==> src/rtl/ahbl_master_arbiter_pkg.sv <==
// Shared constants and arbitration helpers for the two-master AHB-Lite arbiter.
package ahbl_master_arbiter_pkg;

    localparam logic [1:0] HTRANS_IDLE   = 2'b00;
    localparam logic [1:0] HTRANS_NONSEQ = 2'b10;

    localparam logic M0 = 1'b0;
    localparam logic M1 = 1'b1;

    // On a conflict, round-robin hands the slot to whichever master did not win last.
    function automatic logic pick_winner(input logic req0, input logic req1,
                                         input logic last_grant, input logic fixed_prio);
        if (req0 && req1) begin
            return fixed_prio ? M0 : ~last_grant;
        end
        return req0 ? M0 : M1;
    endfunction

    function automatic logic [1:0] grant_onehot(input logic id);
        return (id == M1) ? 2'b10 : 2'b01;
    endfunction

endpackage

==> src/rtl/ahbl_arb_input_stage.sv <==
// Per-master front end: detects a new address phase, parks it when it loses
// arbitration, and presents either the parked or the live attributes.
module ahbl_arb_input_stage
    import ahbl_master_arbiter_pkg::*;
#(
    parameter int ADDR_W = 32
) (
    input  logic              HCLK,
    input  logic              HRESETn,
    input  logic [ADDR_W-1:0] haddr,
    input  logic [1:0]        htrans,
    input  logic [2:0]        hsize,
    input  logic              hwrite,
    input  logic              hready,
    input  logic              issue,
    output logic              req,
    output logic [ADDR_W-1:0] req_addr,
    output logic [2:0]        req_size,
    output logic              req_write,
    output logic              pend_vld
);

    logic              new_req;
    logic [ADDR_W-1:0] pend_addr;
    logic [2:0]        pend_size;
    logic              pend_write;
    logic              unused_htrans0;

    // SEQ is handled exactly like NONSEQ, so only bit 1 of HTRANS matters.
    assign unused_htrans0 = htrans[0];
    assign new_req        = htrans[1] & hready;
    assign req            = pend_vld | new_req;

    assign req_addr  = pend_vld ? pend_addr  : haddr;
    assign req_size  = pend_vld ? pend_size  : hsize;
    assign req_write = pend_vld ? pend_write : hwrite;

    always_ff @(posedge HCLK or negedge HRESETn) begin
        if (!HRESETn) begin
            pend_vld   <= 1'b0;
            pend_addr  <= '0;
            pend_size  <= '0;
            pend_write <= 1'b0;
        end else if (pend_vld && issue) begin
            pend_vld <= 1'b0;
        end else if (new_req && !issue) begin
            pend_vld   <= 1'b1;
            pend_addr  <= haddr;
            pend_size  <= hsize;
            pend_write <= hwrite;
        end
    end

endmodule

==> src/rtl/ahbl_master_arbiter.sv <==
// Two-master AHB-Lite arbiter: CPU (M0) and DMAC (M1) share one downstream port;
// the loser is parked in its input stage and stalled through its own HREADY.
module ahbl_master_arbiter
    import ahbl_master_arbiter_pkg::*;
#(
    parameter int PRIO_MODE = 0,
    parameter int ADDR_W    = 32
) (
    input  logic              HCLK,
    input  logic              HRESETn,
    input  logic [ADDR_W-1:0] M0_HADDR,
    input  logic [1:0]        M0_HTRANS,
    input  logic [2:0]        M0_HSIZE,
    input  logic              M0_HWRITE,
    input  logic [31:0]       M0_HWDATA,
    output logic [31:0]       M0_HRDATA,
    output logic              M0_HREADY,
    input  logic [ADDR_W-1:0] M1_HADDR,
    input  logic [1:0]        M1_HTRANS,
    input  logic [2:0]        M1_HSIZE,
    input  logic              M1_HWRITE,
    input  logic [31:0]       M1_HWDATA,
    output logic [31:0]       M1_HRDATA,
    output logic              M1_HREADY,
    output logic [ADDR_W-1:0] S_HADDR,
    output logic [1:0]        S_HTRANS,
    output logic [2:0]        S_HSIZE,
    output logic              S_HWRITE,
    output logic [31:0]       S_HWDATA,
    input  logic [31:0]       S_HRDATA,
    input  logic              S_HREADY,
    output logic [1:0]        GNT
);

    localparam logic FIXED_PRIO = (PRIO_MODE != 0);

    logic              m0_req, m1_req;
    logic [ADDR_W-1:0] m0_addr, m1_addr;
    logic [2:0]        m0_size, m1_size;
    logic              m0_write, m1_write;
    logic              m0_pend, m1_pend;

    logic              winner;
    logic              issue;
    logic [ADDR_W-1:0] win_addr;
    logic [2:0]        win_size;
    logic              win_write;

    logic              last_grant;
    logic [ADDR_W-1:0] addr_q;
    logic [2:0]        size_q;
    logic              write_q;
    logic              dph_vld;
    logic              dph_own;

    ahbl_arb_input_stage #(.ADDR_W(ADDR_W)) u_stage_m0 (
        .HCLK      (HCLK),
        .HRESETn   (HRESETn),
        .haddr     (M0_HADDR),
        .htrans    (M0_HTRANS),
        .hsize     (M0_HSIZE),
        .hwrite    (M0_HWRITE),
        .hready    (M0_HREADY),
        .issue     (issue && (winner == M0)),
        .req       (m0_req),
        .req_addr  (m0_addr),
        .req_size  (m0_size),
        .req_write (m0_write),
        .pend_vld  (m0_pend)
    );

    ahbl_arb_input_stage #(.ADDR_W(ADDR_W)) u_stage_m1 (
        .HCLK      (HCLK),
        .HRESETn   (HRESETn),
        .haddr     (M1_HADDR),
        .htrans    (M1_HTRANS),
        .hsize     (M1_HSIZE),
        .hwrite    (M1_HWRITE),
        .hready    (M1_HREADY),
        .issue     (issue && (winner == M1)),
        .req       (m1_req),
        .req_addr  (m1_addr),
        .req_size  (m1_size),
        .req_write (m1_write),
        .pend_vld  (m1_pend)
    );

    assign winner    = pick_winner(m0_req, m1_req, last_grant, FIXED_PRIO);
    assign issue     = (m0_req | m1_req) & S_HREADY;
    assign win_addr  = (winner == M1) ? m1_addr  : m0_addr;
    assign win_size  = (winner == M1) ? m1_size  : m0_size;
    assign win_write = (winner == M1) ? m1_write : m0_write;

    // The winner goes straight onto the bus; otherwise the last address is held.
    assign S_HTRANS = issue ? HTRANS_NONSEQ : HTRANS_IDLE;
    assign S_HADDR  = issue ? win_addr  : addr_q;
    assign S_HSIZE  = issue ? win_size  : size_q;
    assign S_HWRITE = issue ? win_write : write_q;
    assign GNT      = issue ? grant_onehot(winner) : 2'b00;

    assign S_HWDATA  = !dph_vld ? 32'd0 : ((dph_own == M1) ? M1_HWDATA : M0_HWDATA);
    assign M0_HRDATA = S_HRDATA;
    assign M1_HRDATA = S_HRDATA;

    // A parked master is always stalled; the data-phase owner sees the slave's ready.
    assign M0_HREADY = m0_pend ? 1'b0 : ((dph_vld && dph_own == M0) ? S_HREADY : 1'b1);
    assign M1_HREADY = m1_pend ? 1'b0 : ((dph_vld && dph_own == M1) ? S_HREADY : 1'b1);

    always_ff @(posedge HCLK or negedge HRESETn) begin
        if (!HRESETn) begin
            last_grant <= M1;
            addr_q     <= '0;
            size_q     <= '0;
            write_q    <= 1'b0;
            dph_vld    <= 1'b0;
            dph_own    <= M0;
        end else begin
            if (issue) begin
                last_grant <= winner;
                addr_q     <= win_addr;
                size_q     <= win_size;
                write_q    <= win_write;
            end
            if (S_HREADY) begin
                dph_vld <= issue;
                dph_own <= winner;
            end
        end
    end

endmodule

==> config.mk <==
export PLATFORM = sky130hd
export DESIGN_NAME = ahbl_master_arbiter
export DESIGN_NICKNAME = d
export VERILOG_FILES = /design/src/rtl/ahbl_master_arbiter_pkg.sv /design/src/rtl/ahbl_arb_input_stage.sv /design/src/rtl/ahbl_master_arbiter.sv
export SDC_FILE = /design/constraint.sdc
export NUM_CORES = 1
export LEC_CHECK = 0
export ABC_AREA = 1
export CELL_PAD_IN_SITES_DETAIL_PLACEMENT = 0
export CELL_PAD_IN_SITES_GLOBAL_PLACEMENT = 2
export CORE_ASPECT_RATIO = 1.75
export CORE_UTILIZATION = 23
export CTS_BUF_LIST = sky130_fd_sc_hd__clkbuf_2 sky130_fd_sc_hd__clkbuf_4 sky130_fd_sc_hd__clkbuf_8
export DETAILED_ROUTE_END_ITERATION = 7
export PLACE_DENSITY_LB_ADDON = 0.1
export SKIP_LAST_GASP = 1
export SYNTH_ARGS = -nofsm -noshare
export SYNTH_HDL_FRONTEND = slang
export SYNTH_SLANG_ARGS = --single-unit
==> constraint.sdc <==
create_clock -name HCLK -period 2.3 [get_ports HCLK]
set_input_delay 0.345 -clock HCLK [delete_from_list [all_inputs] [get_ports HCLK]]
set_output_delay 0.345 -clock HCLK [all_outputs]
set_load 0.005 [all_outputs]
==> flow_summary.toml, run 1 <==
[synthesis]
yosys.area_share.adder_pct = 0
synthSimpleGateAreaFrac_pct = 26.0
netlist_area_um2 = 6690
synth_top_family_by_area = "simple AND/OR/NAND/NOR gates"
synth_seq_cells = 113
synth_top_area_cell = "dfrtp_1"
syn_inst = 871
yosysWarnings = 0
synth_area_leaders = "dfrtp_1, nand2_1, buf_4"
synth_xor_area_share_pct = 0
yosysUniqueCellTypes = 25
avgSynthCellArea_um2 = 7.69
synth_fp_nets = 1046
yosysTopAreaCellShare_pct = 41.9
synth_mux_area_share_pct = 6.06
synth_seq_area_share_pct = 42.3
synth_compound_area_share_pct = 11.1

[pwr]
irDropWorstVdd_mv = 0.449
p_leak_nw = 5.08
power_density_nw_per_um2 = 1220

[clock_tree]
htreeDepth = 4
clk_latency_ps = 490
clk_path_buf_depth = 2
cts_root_buffer = "clkbuf_8"
cts_made_buffers = 17
cts_tree = "built"
clk_pin_slew_ps = 70
clock-sinks = 113

[sta]
finalCritPeriodShare_pct = 121
setup_slack_ps = -478
period_needed_ps = 2780
drv_slew = 0
tightest_slew_ps = 523
max-slew-margin-rel_pct = 65.2
fin_tns_setup_ps = -11530
fmax_ghz = 0.360
setup_viol = 42
finClkSkew_ps = 8.12
hold_violations = 0
rsz0062_at_grt = "yes"

[worst_setup_path]
cp.required_ps = 1960
endpoint = "S_HADDR[18]"
startpoint_type = "register"
worstPathMaxFanout = 13
critPathMaxStageDelay_ps = 450
r2r-start = "dph_vld"
path_cells = "inv_4 > nand3_4 > a21oi_4 > buf_4 > nand2_2 > nand2_8 > inv_6 > buf_12 > nand2_1 > nand2_1 > clkdlybuf4s50_1"
crit_family = "buffers and inverters"
worstSetupStartpoint = "dph_own"
worstPathArrival_ps = 2430
crit_top_cell = "nand2_1"
crit_cells = 11
r2r_end = "u_stage_m1.pend_addr[19]"
end_kind = "primary output"
slowest_stage = "dfrtp_2"
crit_buf_inv = 5
regToRegSetupSlack_ps = 170
path_class = "reg -> out"
r2r_cells = 14

[placement]
portBuffers = 213
pre_cts_slack_ps = -493
dp_hpwl_um = 16500
dp_cells = 1390
gp_congestion = 0.670

[route]
drtIter0Drc = 205
dr.pass1.iters = 4
routed_via_density = 4.21
ant_nets = 0
route.detailed.drc = 0
via_count = 6090
avgRoutedWirePerCell_um = 16.8
routed_wl_um = 24400

[die]
start_util_pct = 23.4
die_x_um = 131
io_pins = 313
die_area_um2 = 29800
core_region_area_um2 = 28600
rows = 82
die_y_um = 228

[layout]
syn_to_final_growth_pct = 50.4
final_cells = 1448
drive_gt1_share_pct = 20.1
final_nets = 1232
n_antenna_cell = 0
post-route-util_pct = 35.2

[global_routing]
grt_pass1_wl_um = 35400
grt_overflow = 0
antenna_found_initial = 0
first_global_vias = 6079
grt_max_degree = 45
track_usage_pct = 16.4

[run]
maxCapViolations = 0

[status]
failed_checks = "negative setup slack"
status = "finished with violations"

[hold_path]
hp-class = "in -> reg"
cells in the final DEF (no fill, tap or decap), types with 4 or more instances in the layout:
| cell | synthesis | layout |
|---|---|---|
| a21oi_1 | 38 | 37 |
| buf_12 | 0 | 20 |
| buf_4 | 76 | 39 |
| buf_6 | 4 | 6 |
| clkbuf_16 | 0 | 5 |
| clkbuf_2 | 0 | 4 |
| clkbuf_4 | 0 | 4 |
| clkbuf_8 | 0 | 24 |
| clkdlybuf4s50_1 | 0 | 158 |
| dfrtp_1 | 112 | 108 |
| dfrtp_2 | 0 | 4 |
| dlygate4sd2_1 | 0 | 10 |
| dlymetal6s2s_1 | 0 | 33 |
| inv_1 | 43 | 41 |
| mux2_2 | 36 | 36 |
| nand2_1 | 258 | 246 |
| nand2_2 | 2 | 12 |
| nand3_1 | 20 | 20 |
| nand3_2 | 19 | 19 |
| nor2_1 | 103 | 103 |
| o21ai_0 | 105 | 80 |
| o21ai_1 | 0 | 17 |
| o21ai_2 | 0 | 8 |
repair_timing:
| item | 4_1_cts | 5_1_grt |
|---|---|---|
| gates cloned | 4 | 5 |
| setup endpoints to repair | 71 | 78 |
| pin swaps | 5 | 10 |
| buffers inserted | 8 | 8 |
| hold endpoints to repair | 27 | 0 |
| hold buffers | 1 | 0 |
| resized for setup | 82 | 76 |
logic make-up after synthesis:
kind of cell / after synthesis
flops: 113
simple gates: 408
buf+inv: 168
mux: 36
compound gates: 145
other cells: 1
sequential cells by signal, indices dropped and copies added, names as in the netlist:
name,flops
addr_q,32
dph_own,1
dph_vld,1
last_grant,1
size_q,3
u_stage_m0.pend_addr,32
u_stage_m0.pend_size,3
u_stage_m0.pend_vld,1
u_stage_m0.pend_write,1
u_stage_m1.pend_addr,32
u_stage_m1.pend_size,3
u_stage_m1.pend_vld,1
u_stage_m1.pend_write,1
write_q,1
stage by stage:
stage	hold WS [ps]	cell area (um^2)	power, mW
floorplan	49.4	6690	6.66
global placement	362	9070	9.60
detailed placement	355	9070	9.60
CTS	366	9770	12.0
global route	354	10100	13.3
finish	347	10100	12.2
synth_stat cells, drive strengths merged:
master / count
nand2: 262
dfrtp: 112
o21ai: 105
nor2: 104
buf: 102
inv: 47
nand3: 41
a21oi: 39
mux2: 36
clkbuf: 19
conb: 1
dfstp: 1
nor3: 1
o21bai: 1
final cells by class:
cell class | count | area, um^2
repair buffers | 287 | 3160
multi-input cells | 591 | 3010
clock buffers | 28 | 360
flip-flops and latches | 113 | 2830
fillers | 3036 | 18600
inverters | 47 | 186
well taps | 378 | 473
clock inverters | 4 | 45.0
metal layers:
metal	vias up	global-route usage [%]	part of all wire (%)
li1	3075	-	-
met1	2797	18.2	40
met2	182	29.8	53
met3	36	3.68	5.0
met4	0	6.38	1.8
met5	-	0	0
power breakdown:
part / switching [mW] / internal (mW) / leakage, nW
registers: 0.405 / 2.90 / 1.41
clock network: 0.870 / 1.10 / 0.217
logic: 3.44 / 3.52 / 3.46
total: 4.72 / 7.52 / 5.08
worst register-to-register path, stage by stage (launching register included):
cell	delay (ps)
dfrtp_2	420
nand2_2	80
nor2_4	150
o21bai_4	80
nand2_4	100
buf_4	130
buf_12	90
nand2_4	70
buf_4	150
nand3_4	60
buf_6	260
nand2_4	120
buf_12	180
nand2_1	70
nand2_1	50
worst min path at each step:
stage	start	endpoint	slack, ps	cells past startpoint
final	S_HREADY	dph_own	350	4
after global routing	S_HREADY	dph_own	350	4
after CTS	HRESETn	u_stage_m0.pend_addr[6]	370	2
after detailed placement	HRESETn	u_stage_m0.pend_addr[6]	350	1
after global placement	HRESETn	u_stage_m0.pend_addr[6]	360	1
after floorplan	HRESETn	addr_q[0]	50	0
No activity file was read; power rests on OpenSTA's default activity.
==> inputs of run 2 (changes only) <==
- SETUP_SLACK_MARGIN: not set -> 0.2
==> run 2 against run 1 <==
Effect of this change:
- the run still ends with negative setup slack left
- largest power group unchanged
- clock power barely moved
- cell area rose by 6.4%
- worst hold slack got worse by 1.0 ps
- power rose by 10%
- non-clock buffer count rose by 42
- count of clock-buffer cells in the layout did not move
==> flow_summary.toml, run 2 (synthesis results as in run 1) <==
[pwr]
pwr-share-clk_pct = 14.6
power_density_nw_per_um2 = 1260
irDropWorstVdd_mv = 0.431
pwr-share-comb_pct = 61.0
finalPower_mw = 13.5
p_leak_nw = 5.30
p_seq_share_pct = 24.5
swShare_pct = 39.3
power_switching_mw = 5.30
internal-power_mw = 8.20

[die]
die_x_um = 131
io_pins = 313
die_area_um2 = 29800
core_region_area_um2 = 28600
rows = 82
die_y_um = 228
start_util_pct = 23.4

[clock_tree]
clk_pin_slew_ps = 70
htreeDepth = 4
clk_path_buf_depth = 2
cts_made_buffers = 17
cts_root_buffer = "clkbuf_8"
clock-sinks = 113
clk_latency_ps = 490
cts_tree = "built"

[layout]
final_nets = 1274
syn_to_final_growth_pct = 60.1
reg_top3 = "addr_q x32, u_stage_m0.pend_addr x32, u_stage_m1.pend_addr x32"
n_antenna_cell = 0
final_common_cell = "nand2_1"
drive_gt1_share_pct = 32.3
layout_common_cells = "nand2_1, clkdlybuf4s50_1, dfrtp_1, nor2_1, o21ai_0"
fillerInstances = 3009
stdcell_area_um2 = 10700

[placement]
dpl-instance-area_um2 = 9070
gp_congestion = 0.670
dp_hpwl_um = 16500
portBuffers = 213

[sta]
max-slew-margin-rel_pct = 64.9
hold-worst-slack_ps = 346
setup_slack_ps = -323
period_needed_ps = 2620
rsz0062_at_grt = "yes"
fin_tns_setup_ps = -8620
drv_slew = 0
setup_viol = 39
fmax_ghz = 0.381
finalCritPeriodShare_pct = 114
hold_violations = 0
tightest_slew_ps = 526
finClkSkew_ps = 11.3

[worst_setup_path]
worstSetupStartpoint = "dph_own"
worstPathArrival_ps = 2280
r2r_cells = 15
worstPathMaxFanout = 7
startpoint_type = "register"
end_kind = "primary output"
cp.required_ps = 1960
r2r_end = "u_stage_m1.pend_addr[19]"
endpoint = "S_HADDR[5]"
r2r-start = "dph_own"
regToRegSetupSlack_ps = 170
path_class = "reg -> out"

[global_routing]
grt_pass1_wl_um = 36000
grt_max_degree = 45
grt_overflow = 0
first_global_vias = 6175
track_usage_pct = 16.7
antenna_found_initial = 0

[route]
routed_via_density = 4.25
drtIter0Drc = 171
via_count = 6332
avgRoutedWirePerCell_um = 17.3
dr.pass1.iters = 4
route.detailed.drc = 0
ant_nets = 0
routed_wl_um = 25800

[status]
status = "finished with violations"
failed_checks = "negative setup slack"

[hold_path]
hp-class = "in -> reg"

[run]
maxCapViolations = 0
[run 2: power by group through the flow]
stage               sequential (mW)  clock, mW  combinational [mW]
global placement               3.32          0                6.28
global route                   3.41       2.13                9.09
floorplan                      3.21          0                3.45
finish                         3.30       1.97                8.23
CTS                            3.30       2.05                6.93
detailed placement             3.32          0                6.28
[run 2: what timing repair did]
item                       4_1_cts  5_1_grt
hold buffers                     1        0
cloned                           5       10
buffers inserted                15       38
pin swaps                        5       47
setup endpoints to repair      110      103
gates resized for setup        103      286
hold endpoints to repair        27        0
[run 2: area by class of cell]
type	instances	area (um^2)	area share (%)
inverters	47	186	1.74
repair buffers	329	3530	33.0
multi-input cells	591	3280	30.6
clock inverters	4	45.0	0.420
flip-flops and latches	113	2830	26.4
well taps	378	473	4.41
clock buffers	28	360	3.36
[run 2: per-layer routing]
metal / vias to the layer above / global-route usage, % / part of all wire (%)
met5: - / 0 / 0
met4: 0 / 6.19 / 2.2
met3: 39 / 3.79 / 5.0
met2: 184 / 30.9 / 54
met1: 2944 / 18.1 / 39
li1: 3165 / - / -
[run 2: worst min path at each step]
| stage | startpoint | to | slack, ps | cells past startpoint |
|---|---|---|---|---|
| floorplan | HRESETn | addr_q[0] | 50 | 0 |
| global placement | HRESETn | u_stage_m0.pend_addr[6] | 360 | 1 |
| detailed placement | HRESETn | u_stage_m0.pend_addr[6] | 350 | 1 |
| CTS | HRESETn | u_stage_m0.pend_addr[6] | 370 | 2 |
| global route | S_HREADY | dph_own | 350 | 4 |
| finish | S_HREADY | dph_own | 350 | 4 |
[run 2: critical path: stages (launching register included)]
cell and delay, ps:
dfrtp_2 450, inv_4 70, nand3_4 70, a21oi_4 190
buf_6 130, nand2_4 60, nand2_8 100, buf_16 140
buf_12 120, buf_12 110, buf_4 110, nand2_1 40
nand2_1 80, clkbuf_2 110
[run 2: stage by stage]
step	std cells	utilization [%]	setup slack, ps
after floorplan	871	-	494
after global placement	1390	31.7	-476
after detailed placement	1390	31.7	-493
after CTS	1443	34.6	-571
after global routing	1490	37.4	-477
final	1490	37.4	-323
==> inputs of run 3 (changes only) <==
==> constraint.sdc (replaced) <==
create_clock -name HCLK -period 2.3 [get_ports HCLK]
set_input_delay 0.345 -clock HCLK [delete_from_list [all_inputs] [get_ports HCLK]]
set_output_delay 0.345 -clock HCLK [all_outputs]
set_load 0.1 [all_outputs]
==> run 3 against run 2 <==
Effect of this change:
- the run still ends with negative setup slack left
- non-clock buffer count is 60 lower
- critical endpoint is now S_HADDR[8]
- final cell count decreased by 4.2%
- highest routed layer unchanged
- routed wire length fell by 8.6%
- critical path depth down 2
==> flow_summary.toml, run 3 (synthesis results as in run 1) <==
[status]
status = "finished with violations"
failed_checks = "negative setup slack"

[route]
ant_nets = 0
routed_wl_um = 23500
drtIter0Drc = 176
dr.pass1.iters = 4
route.detailed.drc = 0
routed_via_density = 4.23
avgRoutedWirePerCell_um = 16.5
via_count = 6037

[pwr]
p_leak_nw = 4.92
pwr-share-clk_pct = 10.7
p_seq_share_pct = 17.7
power_switching_mw = 9.74
swShare_pct = 52.1
irDropWorstVdd_mv = 1.22
pwr-share-comb_pct = 71.6
internal-power_mw = 8.97
power_density_nw_per_um2 = 1730

[die]
rows = 82
die_y_um = 228
io_pins = 313
start_util_pct = 23.4
die_x_um = 131
die_area_um2 = 29800
core_region_area_um2 = 28600

[worst_setup_path]
r2r_end = "u_stage_m1.pend_addr[8]"
worstPathArrival_ps = 2170
crit_buf_inv = 3
cp.required_ps = 1960
r2r-start = "dph_vld"
slowest_stage = "dfrtp_2"
critPathMaxStageDelay_ps = 420
startpoint_type = "register"
crit_family = "simple AND/OR/NAND/NOR gates"
worstPathMaxFanout = 7
path_cells = "nand2_2 > nor2_4 > o21bai_4 > nand2_4 > nand2_8 > buf_12 > buf_6 > o21ai_4 > nand2_2 > nand2_4 > buf_12"
end_kind = "primary output"
regToRegSetupSlack_ps = 360
path_class = "reg -> out"
r2r_cells = 12

[sta]
setup_slack_ps = -213
drv_slew = 0
setup_viol = 38
period_needed_ps = 2510
fmax_ghz = 0.398
finClkSkew_ps = 7.83
rsz0062_at_grt = "yes"
hold_violations = 0
finalCritPeriodShare_pct = 109

[placement]
portBuffers = 213
gp_congestion = 0.687
dpl-instance-area_um2 = 9920
dp_cells = 1378
dp_hpwl_um = 16300

[clock_tree]
cts_root_buffer = "clkbuf_8"
clock-sinks = 113
clk_pin_slew_ps = 70
clk_path_buf_depth = 2
cts_tree = "built"
htreeDepth = 4
clk_latency_ps = 470
cts_made_buffers = 17

[layout]
drive_gt1_share_pct = 32.8
final_common_cell = "nand2_1"
reg_top3 = "addr_q x32, u_stage_m0.pend_addr x32, u_stage_m1.pend_addr x32"
layout_common_cells = "nand2_1, clkdlybuf4s50_1, dfrtp_1, buf_12, o21ai_0"
n_antenna_cell = 0
final_cells = 1428
stdcell_area_um2 = 10800
post-route-util_pct = 37.8
final_nets = 1213
syn_to_final_growth_pct = 61.6

[hold_path]
hp-class = "in -> async"

[run]
maxCapViolations = 0

[global_routing]
grt_pass1_wl_um = 34500
first_global_vias = 6084
antenna_found_initial = 0
grt_overflow = 0
track_usage_pct = 15.8
grt_max_degree = 50
## run 3: cell types whose count changed in the layout (fill, tap and decap cells not counted), sizes merged, moves of 3 or more
cell / previous run / this run
clkbuf: 61 / 31
buf: 133 / 124
dlymetal6s2s: 21 / 0
dlygate4sd2: 3 / 0
## run 3: power by group through the flow
stage,Clock [mW],Combinational (mW),Sequential (mW)
floorplan,0,8.74,3.21
global placement,0,12.6,3.31
detailed placement,0,12.6,3.32
CTS,2.10,12.7,3.29
global route,2.17,14.2,3.41
finish,2.01,13.4,3.30
## run 3: what timing repair did
action	4_1_cts	5_1_grt
gates cloned	0	5
hold endpoints to repair	24	0
endpoints found under the setup margin	71	77
resized for setup	19	85
pin swaps	2	24
buffers inserted	2	11
hold buffers	1	0
## run 3: per-layer routing
metal	global-route usage (%)	wire [um]	vias up
met4	5.19	339	0
met1	17.1	9540	2796
met2	29.3	12300	184
li1	-	-	3036
met5	0	0	-
met3	4.12	1380	21
## run 3: worst max path at each step
stage,cells past startpoint,end,from,slack (ps)
floorplan,10,S_HADDR[22],dph_own,210
global placement,11,S_HADDR[10],S_HREADY,-170
detailed placement,12,S_HADDR[30],S_HREADY,-200
CTS,11,S_HADDR[8],dph_own,-310
global route,11,S_HADDR[9],dph_vld,-360
finish,11,S_HADDR[8],dph_own,-210
## run 3: per-stage QoR
stage	power, mW	setup slack (ps)	setup TNS (ps)	hold slack, ps
after CTS	18.1	-313	-8930	256
after global routing	19.8	-356	-11820	273
after floorplan	12.0	209	0	49.4
after global placement	15.9	-166	-5630	240
final	18.7	-213	-6740	297
after detailed placement	15.9	-200	-7190	235
## run 3: layout make-up
| cell class | instances | area [um^2] |
|---|---|---|
| Clock buffer | 26 | 333 |
| Fill cell | 2918 | 17800 |
| Clock inverter | 5 | 75.1 |
| Multi-Input combinational cell | 590 | 3350 |
| Inverter | 47 | 193 |
| Timing Repair Buffer | 269 | 3560 |
| Sequential cell | 113 | 2830 |
| Tap cell | 378 | 473 |
